### src/rtl/number_display_sequencer_pkg.sv
// Shared types, segment encodings and FSM states for the decimal display sequencer.
// Segment bit order, MSB to LSB: middle, bottom_left, bottom, bottom_right, top_right, top, top_left.
package number_display_sequencer_pkg;

  typedef logic [15:0] UInt16;
  typedef logic [3:0]  Digit;
  typedef logic [6:0]  Segments7;

  localparam Digit EmptyDigit = 4'hF;

  localparam Segments7 SEG_0     = 7'b0111111;
  localparam Segments7 SEG_1     = 7'b0001100;
  localparam Segments7 SEG_2     = 7'b1110110;
  localparam Segments7 SEG_3     = 7'b1011110;
  localparam Segments7 SEG_4     = 7'b1001101;
  localparam Segments7 SEG_5     = 7'b1011011;
  localparam Segments7 SEG_6     = 7'b1111011;
  localparam Segments7 SEG_7     = 7'b0001110;
  localparam Segments7 SEG_8     = 7'b1111111;
  localparam Segments7 SEG_9     = 7'b1011111;
  localparam Segments7 SEG_BLANK = 7'b0000000;

  typedef enum logic [1:0] {
    IDLE,
    CONVERT,
    COMMIT
  } seq_state_t;

  function automatic Segments7 seg_decode(input Digit d);
    case (d)
      4'd0:    seg_decode = SEG_0;
      4'd1:    seg_decode = SEG_1;
      4'd2:    seg_decode = SEG_2;
      4'd3:    seg_decode = SEG_3;
      4'd4:    seg_decode = SEG_4;
      4'd5:    seg_decode = SEG_5;
      4'd6:    seg_decode = SEG_6;
      4'd7:    seg_decode = SEG_7;
      4'd8:    seg_decode = SEG_8;
      4'd9:    seg_decode = SEG_9;
      default: seg_decode = SEG_BLANK;
    endcase
  endfunction

endpackage

### src/rtl/number_display_sequencer_if.sv
// Request handshake between a value producer and the display sequencer.
interface number_display_sequencer_if;
  import number_display_sequencer_pkg::*;

  logic  in_valid;
  UInt16 in_number;
  logic  in_ready;

  modport master (output in_valid, output in_number, input  in_ready);
  modport slave  (input  in_valid, input  in_number, output in_ready);

endinterface

### src/rtl/number_display_sequencer_digit_stage.sv
// Shared divide-by-10 / segment-decode stage; one display position per evaluation.
module number_display_sequencer_digit_stage
  import number_display_sequencer_pkg::*;
(
  input  UInt16    rem,
  input  logic     force_zero,
  output UInt16    next_rem,
  output Digit     digit,
  output Segments7 pattern
);

  always_comb begin
    next_rem = rem / 16'd10;
    if (rem != '0) begin
      digit = Digit'(rem % 16'd10);
    end else if (force_zero) begin
      digit = 4'd0;
    end else begin
      digit = EmptyDigit;
    end
    pattern = seg_decode(digit);
  end

endmodule

### src/rtl/number_display_sequencer.sv
// Decimal display sequencer: converts one digit per cycle into a shadow buffer,
// then commits the whole bank at once so partial results are never visible.
module number_display_sequencer
  import number_display_sequencer_pkg::*;
#(
  parameter int unsigned DIGITS = 5
) (
  input  logic                    clk,
  input  logic                    rst,
  number_display_sequencer_if.slave req,
  output logic [DIGITS*7-1:0]     segments,
  output logic                    busy,
  output logic                    done,
  output logic                    overflow
);

  localparam int unsigned IDX_W = (DIGITS > 1) ? $clog2(DIGITS) : 1;

  seq_state_t          r_state;
  seq_state_t          w_next_state;
  UInt16               r_rem;
  logic [IDX_W-1:0]    r_idx;
  logic [DIGITS*7-1:0] r_shadow;
  logic [DIGITS*7-1:0] r_segments;
  logic                r_done;
  logic                r_overflow;

  UInt16    w_next_rem;
  Digit     w_digit;
  Segments7 w_pattern;
  Segments7 w_seg;
  logic     w_force_zero;
  logic     w_last;

  // Position 0 with a zero remainder means the accepted value itself was zero.
  assign w_force_zero = (r_idx == '0) && (r_rem == '0);
  assign w_last       = (r_idx == IDX_W'(DIGITS - 1));
  assign w_seg        = (w_digit == EmptyDigit) ? SEG_BLANK : w_pattern;

  number_display_sequencer_digit_stage u_stage (
    .rem        (r_rem),
    .force_zero (w_force_zero),
    .next_rem   (w_next_rem),
    .digit      (w_digit),
    .pattern    (w_pattern)
  );

  always_comb begin
    w_next_state = r_state;
    unique case (r_state)
      IDLE:    if (req.in_valid) w_next_state = CONVERT;
      CONVERT: if (w_last)       w_next_state = COMMIT;
      COMMIT:                    w_next_state = IDLE;
      default:                   w_next_state = IDLE;
    endcase
  end

  always_ff @(posedge clk or posedge rst) begin
    if (rst) begin
      r_state    <= IDLE;
      r_rem      <= '0;
      r_idx      <= '0;
      r_shadow   <= '0;
      r_segments <= '0;
      r_done     <= 1'b0;
      r_overflow <= 1'b0;
    end else begin
      r_state <= w_next_state;
      r_done  <= 1'b0;
      unique case (r_state)
        IDLE: begin
          if (req.in_valid) begin
            r_rem    <= req.in_number;
            r_idx    <= '0;
            r_shadow <= '0;
          end
        end
        CONVERT: begin
          for (int unsigned k = 0; k < DIGITS; k++) begin
            if (r_idx == IDX_W'(k)) r_shadow[7*k +: 7] <= w_seg;
          end
          r_rem <= w_next_rem;
          r_idx <= r_idx + 1'b1;
        end
        COMMIT: begin
          r_segments <= r_shadow;
          r_overflow <= (r_rem != '0);
          r_done     <= 1'b1;
        end
        default: ;
      endcase
    end
  end

  assign req.in_ready = (r_state == IDLE);
  assign busy         = (r_state != IDLE);
  assign done         = r_done;
  assign segments     = r_segments;
  assign overflow     = r_overflow;

endmodule

### src/flat_wrapper.sv
// flat-port wrapper written by rule: the top's interface ports become plain ports
module number_display_sequencer_flat import number_display_sequencer_pkg::*;
#(
  parameter int unsigned DIGITS = 5
)
  (clk, rst, segments, busy, done, overflow, req_in_valid, req_in_number, req_in_ready);
  number_display_sequencer_if req_i ();
  input  logic clk;
  input  logic rst;
  output logic [DIGITS*7-1:0] segments;
  output logic busy;
  output logic done;
  output logic overflow;
  input wire logic [$bits(req_i.in_valid)-1:0] req_in_valid;
  input wire logic [$bits(req_i.in_number)-1:0] req_in_number;
  output wire logic [$bits(req_i.in_ready)-1:0] req_in_ready;
  assign req_i.in_valid = req_in_valid;
  assign req_i.in_number = req_in_number;
  assign req_in_ready = req_i.in_ready;
  number_display_sequencer #(.DIGITS(DIGITS)) u_core (.clk(clk), .rst(rst), .req(req_i), .segments(segments), .busy(busy), .done(done), .overflow(overflow));
endmodule
### config.mk
export PLATFORM = sky130hd
export DESIGN_NAME = number_display_sequencer_flat
export DESIGN_NICKNAME = d
export VERILOG_FILES = /design/src/rtl/number_display_sequencer_pkg.sv /design/src/rtl/number_display_sequencer_if.sv /design/src/rtl/number_display_sequencer_digit_stage.sv /design/src/rtl/number_display_sequencer.sv /design/src/flat_wrapper.sv
export SDC_FILE = /design/constraint.sdc
export NUM_CORES = 1
export LEC_CHECK = 0
export ABC_AREA = 0
export CORE_AREA = 2 2 185 142
export CTS_BUF_LIST = sky130_fd_sc_hd__clkbuf_8 sky130_fd_sc_hd__clkbuf_16
export DETAILED_ROUTE_END_ITERATION = 8
export DIE_AREA = 0 0 187 144
export HOLD_SLACK_MARGIN = 0.05
export PLACE_DENSITY = 0.48
export SYNTH_ARGS = -nofsm -noshare
export SYNTH_HDL_FRONTEND = slang
export SYNTH_HIERARCHICAL = 1
export SYNTH_SLANG_ARGS = --single-unit
### constraint.sdc
create_clock -name clk -period 7.3 [get_ports clk]
set_clock_uncertainty 0.1 [all_clocks]
set_input_delay 1.46 -clock clk [delete_from_list [all_inputs] [get_ports clk]]
set_output_delay 1.46 -clock clk [all_outputs]
set_load 0.01 [all_outputs]
After elaboration in Yosys (flattened, before gate mapping)

Memory sizes are Yosys's and may differ from the RTL's.
Index checks and enable logic that the tools add are counted.

Register bits: 93
Memory bits (read-only): 112
Bits of input ports: 19
Output and inout port bits: 39
Logic and storage cells: 60
Memories kept: 1

$add $sub $neg: 1
Divide/modulo/power cells: 2
Eq/ne operators: 13
Mux-type cells: 18
Reductions and logical operators: 14

Memories:

| memory          | depth | width | read ports | clocked after Yosys merged registers in | wr ports | line                               | source |
|---|---|---|---|---|---|---|---|
| (no name shown) | 16    | 7     | 1          | 0                                       | 0        | number_display_sequencer_pkg.sv:30 | `case (d)` |

Operators with widths:

| kind                                                                     | number |
|---|---|
| 35-bit case mux with 2 select lines                                      | 1 |
| 7-bit 2-to-1 mux                                                         | 6 |
| 35-bit 2-to-1 mux                                                        | 1 |
| 16-bit case mux with 2 select lines                                      | 1 |
| 16-bit by 4-bit divider with 16-bit output (second input constant)       | 1 |
| 16-bit logical NOT                                                       | 1 |
| 16-bit by 4-bit modulo with 16-bit output (second input constant)        | 1 |
| 16-bit 2-to-1 mux                                                        | 1 |
| 16-bit nonzero test                                                      | 1 |
| 3-bit AND reduction                                                      | 5 |
| 2-bit by 1-bit inequality test with 1-bit output (second input constant) | 5 |
| 4-bit 2-to-1 mux                                                         | 2 |
| 3-bit by 2-bit == test with 1-bit output (second input constant)         | 2 |
| 3-bit case mux with 2 select lines                                       | 1 |
| 4-bit == test (second input constant)                                    | 1 |
| 2-bit 2-to-1 mux                                                         | 2 |
| 2-bit case mux with 2 select lines                                       | 1 |
| 2-bit AND reduction                                                      | 2 |
| 2-bit nonzero test                                                       | 2 |
| 3-bit by 1-bit adder with 3-bit output (second input constant)           | 1 |
| 3-bit by 1-bit == test with 1-bit output (second input constant)         | 1 |
| 3-bit == test (second input constant)                                    | 1 |
| 3-bit logical NOT                                                        | 1 |
| 3-bit 2-to-1 mux                                                         | 1 |
| other kinds (6)                                                          | 6 |

Depth between registers and ports, before layout

Gate-level depths: netlist of the first run.

Word-level depth: 8
Depth in mapped cells: 28
Gate-level depth less buffers: 23

Cells and area by module

The synthesis of the first run kept the hierarchy.

By module, submodules not included:

| module                               | instances | cells each | area each (um2) | sequential area each (um2) |
|---|---|---|---|---|
| number_display_sequencer             | 1         | 297        | 3908.7          | 2327.2 |
| number_display_sequencer_digit_stage | 1         | 338        | 2277.2          | 0.0 |

Worst setup path before layout of the first run

OpenSTA, ideal clock, no wires.

Kind: reg2reg
From: register u_core.r_rem[11]
To: register u_core.r_shadow[34]
Library setup time: 125 ps
Data arrival time: 5425 ps
Required time: 7075 ps
Path slack: 1651 ps
Cell stages (with the launch flop): 25
Buffers on the path: 2
Period minus slack after synthesis: 5649 ps
Cells stage by stage: dfrtp_1 buf_4 or4b_4 a31oi_4 a211oi_2 a2111oi_2 o21a_2 o31a_2 a2111oi_0 or3b_4 nand3b_4 o311a_1 o21a_1 clkbuf_1 a211o_1 o211ai_1 nand2_1 o21a_1 inv_1 ha_1 inv_1 maj3_1 o31a_1 and3_1 mux2_2

Cells in the longest elaborated chain, start to end: 8
Elaborated cells on any way between the ends: 11
Those cells by class: div (1); eq/ne (1); mux (5); reduce/logical (3); memory (1)

Ends and longest elaborated chain:

| item                                                                                              | line                                       | source |
|---|---|---|
| start, declared                                                                                   | number_display_sequencer.sv:21             | `UInt16 r_rem;` |
| start signal, assigned                                                                            | number_display_sequencer.sv:73             | `r_rem <= req.in_number;` |
| start signal, assigned                                                                            | number_display_sequencer.sv:82             | `r_rem <= w_next_rem;` |
| parallel branches: the longest is 3 deep, another holds 16-bit by 4-bit modulo with 16-bit output | --                                         |  |
| 4-bit 2-to-1 mux (*)                                                                              | number_display_sequencer_digit_stage.sv:14 | `if (rem != '0) begin` |
| named net u_core.w_digit[1]                                                                       | number_display_sequencer.sv:29             | `Digit w_digit;` |
| memory 16 x 7 bit (*)                                                                             | --                                         |  |
| named net u_core.w_pattern[6]                                                                     | number_display_sequencer.sv:30             | `Segments7 w_pattern;` |
| 7-bit 2-to-1 mux (*)                                                                              | number_display_sequencer.sv:38             | `assign w_seg = (w_digit == EmptyDigit) ? SEG_BLANK : w_pattern;` |
| 7-bit 2-to-1 mux (*)                                                                              | number_display_sequencer.sv:80             | `if (r_idx == IDX_W'(k)) r_shadow[7*k +: 7] <= w_seg;` |
| 35-bit case mux with 2 select lines (*)                                                           | number_display_sequencer.sv:70             | `unique case (r_state)` |
| end signal, assigned by index                                                                     | number_display_sequencer.sv:80             |  |
| end, declared                                                                                     | number_display_sequencer.sv:23             | `logic [DIGITS*7-1:0] r_shadow;` |

Mark *: on every way through the listed nets, which the timed path passes. The select of a mux whose other input is x is not followed.
A chain may end at the register's enable or synchronous reset.

Worst setup path in the final report of the first run

From: register u_core.r_rem[15]
To: register u_core.r_shadow[34]

Same word-level chain as after synthesis.

==> results of run 1 <==
metrics by stage:
stage	setup WS, ps	hold slack (ps)	area, um2
3_3_place_gp	534.0	381.6	7029
2_1_floorplan	1651	360.3	6193
5_1_grt	33.95	406.9	7343
6_report	516.1	400.8	7343
4_1_cts	491.1	402.9	7335
3_5_place_dp	504.7	386.8	7029
critical path, cell delays in order (launching register included):
cell	delay, ps
dfrtp_1	910
nor4bb_1	340
a221oi_2	100
a22oi_2	480
xnor2_1	190
nor4b_1	190
nor3_2	480
a211oi_1	160
or3b_4	440
nand3b_4	190
o311a_1	400
o21a_1	260
a211o_1	360
o211ai_1	180
nand2_1	120
o21a_1	230
inv_1	140
ha_1	180
inv_1	50
maj3_1	370
o31a_1	350
and3_1	170
mux2_2	250
registers in the layout, summed over array words and instances, names as in the netlist:
signal	count
u_core/done	1
u_core/overflow	1
u_core/r_idx	3
u_core/r_rem	16
u_core/r_shadow	35
u_core/r_state	2
u_core/segments	35
path summary, 6_finish.rpt:
check,from,endpoint,slack [ps],depth (start not counted)
max in group asynchronous,rst,u_core/segments[23],4550,3
max,u_core/r_rem[15],u_core/r_shadow[34],520,22
max reg2reg,u_core/r_rem[15],u_core/r_shadow[34],520,22
min,u_core/r_shadow[12],u_core/r_shadow[12],400,1
min reg2reg,u_core/r_shadow[12],u_core/r_shadow[12],400,1
min in group asynchronous,rst,u_core/segments[4],1360,2
area by class of cell:
type / instances / area (um2) / area share, %
clock buffers: 9 / 225.2 / 3.067
clock inverters: 7 / 80.08 / 1.090
inverters: 27 / 103.9 / 1.414
multi-input cells: 472 / 3493 / 47.57
flip-flops and latches: 93 / 2327 / 31.69
well taps: 344 / 430.4 / 5.861
repair buffers: 72 / 683.2 / 9.303
kinds of logic (layout without fill, tap and decap cells):
group,Yosys count,in the layout,share of synthesized area [%]
buf+inv,72,115,6.169
simple gates,189,189,17.07
flops,93,93,37.62
xor+xnor,8,8,1.133
compound gates,209,209,26.29
other cells,1,3,0.06062
fa+ha+maj,14,14,2.731
mux,49,49,8.920
synthesized netlist by cell type (5+ instances only):
cell      count  area share (%)
dfrtp_1      93              38
o211ai_1      9             1.1
nor2_1       24             1.5
o21a_1        7            0.85
a31oi_1      18             1.8
a22o_1       16             2.3
mux2i_1       6            0.97
nand2_1      50             3.0
and2_0        7            0.71
buf_2        12            0.97
nor3_1       13             1.1
and3_1       12             1.2
inv_1        23             1.4
xnor2_1       6            0.85
clkbuf_1     12            0.73
a22oi_1       6            0.73
and2_1        9            0.91
nand4_1       8            0.81
nand3_1      18             1.5
o21ai_0      33             2.7
o21ai_1       5            0.40
ha_1         11             2.2
o31ai_1       5            0.61
nor2b_1       6            0.61
a21o_1        5            0.61
a21oi_1      24             1.9
buf_4        11             1.3
a211o_1       5            0.71
a32o_1       14             2.3
nand2b_1      5            0.51
nor4_1        9            0.91
mux2_2       41             7.5
buf_6         7             1.3
metal layers:
metal | vias up | wire length, um | global-route usage, %
met3 | 6 | 1208 | 3.082
met2 | 171 | 7058 | 18.33
met4 | 0 | 97 | 2.256
met5 | - | 0 | 0
li1 | 2486 | - | -
met1 | 2537 | 8780 | 19.89
timing repair:
action | 4_1_cts | 5_1_grt
gates resized for setup | 0 | 1
hold buffers | 0 | 0
setup endpoints to repair | 0 | 2
endpoints found under the hold margin | 0 | 0
==> flow_metrics.env, run 1 <==
export IMPL_overflow=0
export IMPL_drv_slew=0
export IMPL_hold_viol_final=0
export IMPL_period_share_pct=92.93
export IMPL_area_growth_pct=18.71
export IMPL_path_clk_slew_ps=70
export IMPL_via_per_inst=5.078
export IMPL_diodes=0
export IMPL_drt_pass1_iter_count=5
export IMPL_grt_setup_unrepaired="no"
export IMPL_syn_cell_area_um2=6186
export IMPL_port_buffers=57
export IMPL_die_area_um2=26930
export IMPL_start_kind="flip-flop"
export IMPL_cts_buffer_depth=2
export IMPL_crit_path_end_kind="flip-flop"
export IMPL_syn_area_per_cell_um2=9.742
export IMPL_clock_latency_ps=350
export IMPL_hold_class="flip-flop to flip-flop"
export IMPL_vias=5200
export IMPL_fin_util_pct=28.99
export IMPL_final_cell_mix="dfrtp_1, clkdlybuf4s50_1, nand2_1, mux2_2, o21ai_0"
export IMPL_worst_pin_slew_ps=891.1
export IMPL_fmax_mhz=147.4
export IMPL_final_cell_count_no_fill=1024
export IMPL_synth_edf_count=0
export IMPL_hpwl_um=12130
export IMPL_setup_violations=0
export IMPL_status="finished clean"
export IMPL_setup_tns_ps=0
export IMPL_rows=51
export IMPL_cp_max_fo=29
export IMPL_period_needed_ps=6784
export IMPL_drive_gt1_share_pct=17.65
export IMPL_initial_core_util_pct=24.42
export IMPL_synthArstFlopShare_pct=100.0
export IMPL_yosysUniqueCellTypes=102
export IMPL_required_ps=7440
export IMPL_antenna_found_initial=0
export IMPL_grt_pass1_vias=4906
export IMPL_routedWlPerCell_um=16.74
export IMPL_grt_max_degree=62
export IMPL_criticalPathCategory="flip-flop to flip-flop"
export IMPL_fill_cells=2697
export IMPL_core_area_um2=25330
export IMPL_numCtsBuffers=9
export IMPL_drtIter0Drc=510
export IMPL_grt_use_total_pct=12.97
export IMPL_critPathArrivalTime_ps=6920
export IMPL_mostFrequentLayoutCell="dfrtp_1"
export IMPL_syn_instance_count=635
export IMPL_drcViolationCount=0
export IMPL_drt_total_wl_um=17140
export IMPL_slew_limit_headroom_pct=40.41
export IMPL_ys_flop_type="dfrtp_1"
export IMPL_htree_levels=3
export IMPL_fin_nets=705
export IMPL_ctsRootBufferMaster="clkbuf_16"
export IMPL_gp_congestion=0.8757
export IMPL_synth_warnings=6
export IMPL_die_w_um=187
export IMPL_placed_cells=1008
export IMPL_cts_sinks=93
export IMPL_cts_tree="done"
export IMPL_die_y_um=144
export IMPL_maxCapViolations=0
export IMPL_post_cts_buffers=0
export IMPL_grt_pass1_wl_um=27660
export IMPL_io_pin_count=58
export IMPL_ys_seq_area_share_pct=37.62
export IMPL_ant_nets=0
export IMPL_synth_seq_cells=93
Power of run 1 is left out: the tool's default activity adds up to more than one toggle a clock period on the data nets, which glitch-free logic cannot reach.
==> run 2: changes to the inputs <==
--- a/config.mk
+++ b/config.mk
@@ -6,12 +6,14 @@
 export NUM_CORES = 1
 export LEC_CHECK = 0
 export ABC_AREA = 0
+export ABC_CLOCK_PERIOD_IN_PS = 7300
 export CORE_AREA = 2 2 185 142
 export CTS_BUF_LIST = sky130_fd_sc_hd__clkbuf_8 sky130_fd_sc_hd__clkbuf_16
 export DETAILED_ROUTE_END_ITERATION = 8
 export DIE_AREA = 0 0 187 144
 export HOLD_SLACK_MARGIN = 0.05
 export PLACE_DENSITY = 0.48
+export SLEW_MARGIN = 5
 export SYNTH_ARGS = -nofsm -noshare
 export SYNTH_HDL_FRONTEND = slang
 export SYNTH_HIERARCHICAL = 1
==> results of run 2 <==
Same layout as run 1: the final DEF is identical, and so are final timing and power.
Power of run 2 is left out for the same reason.
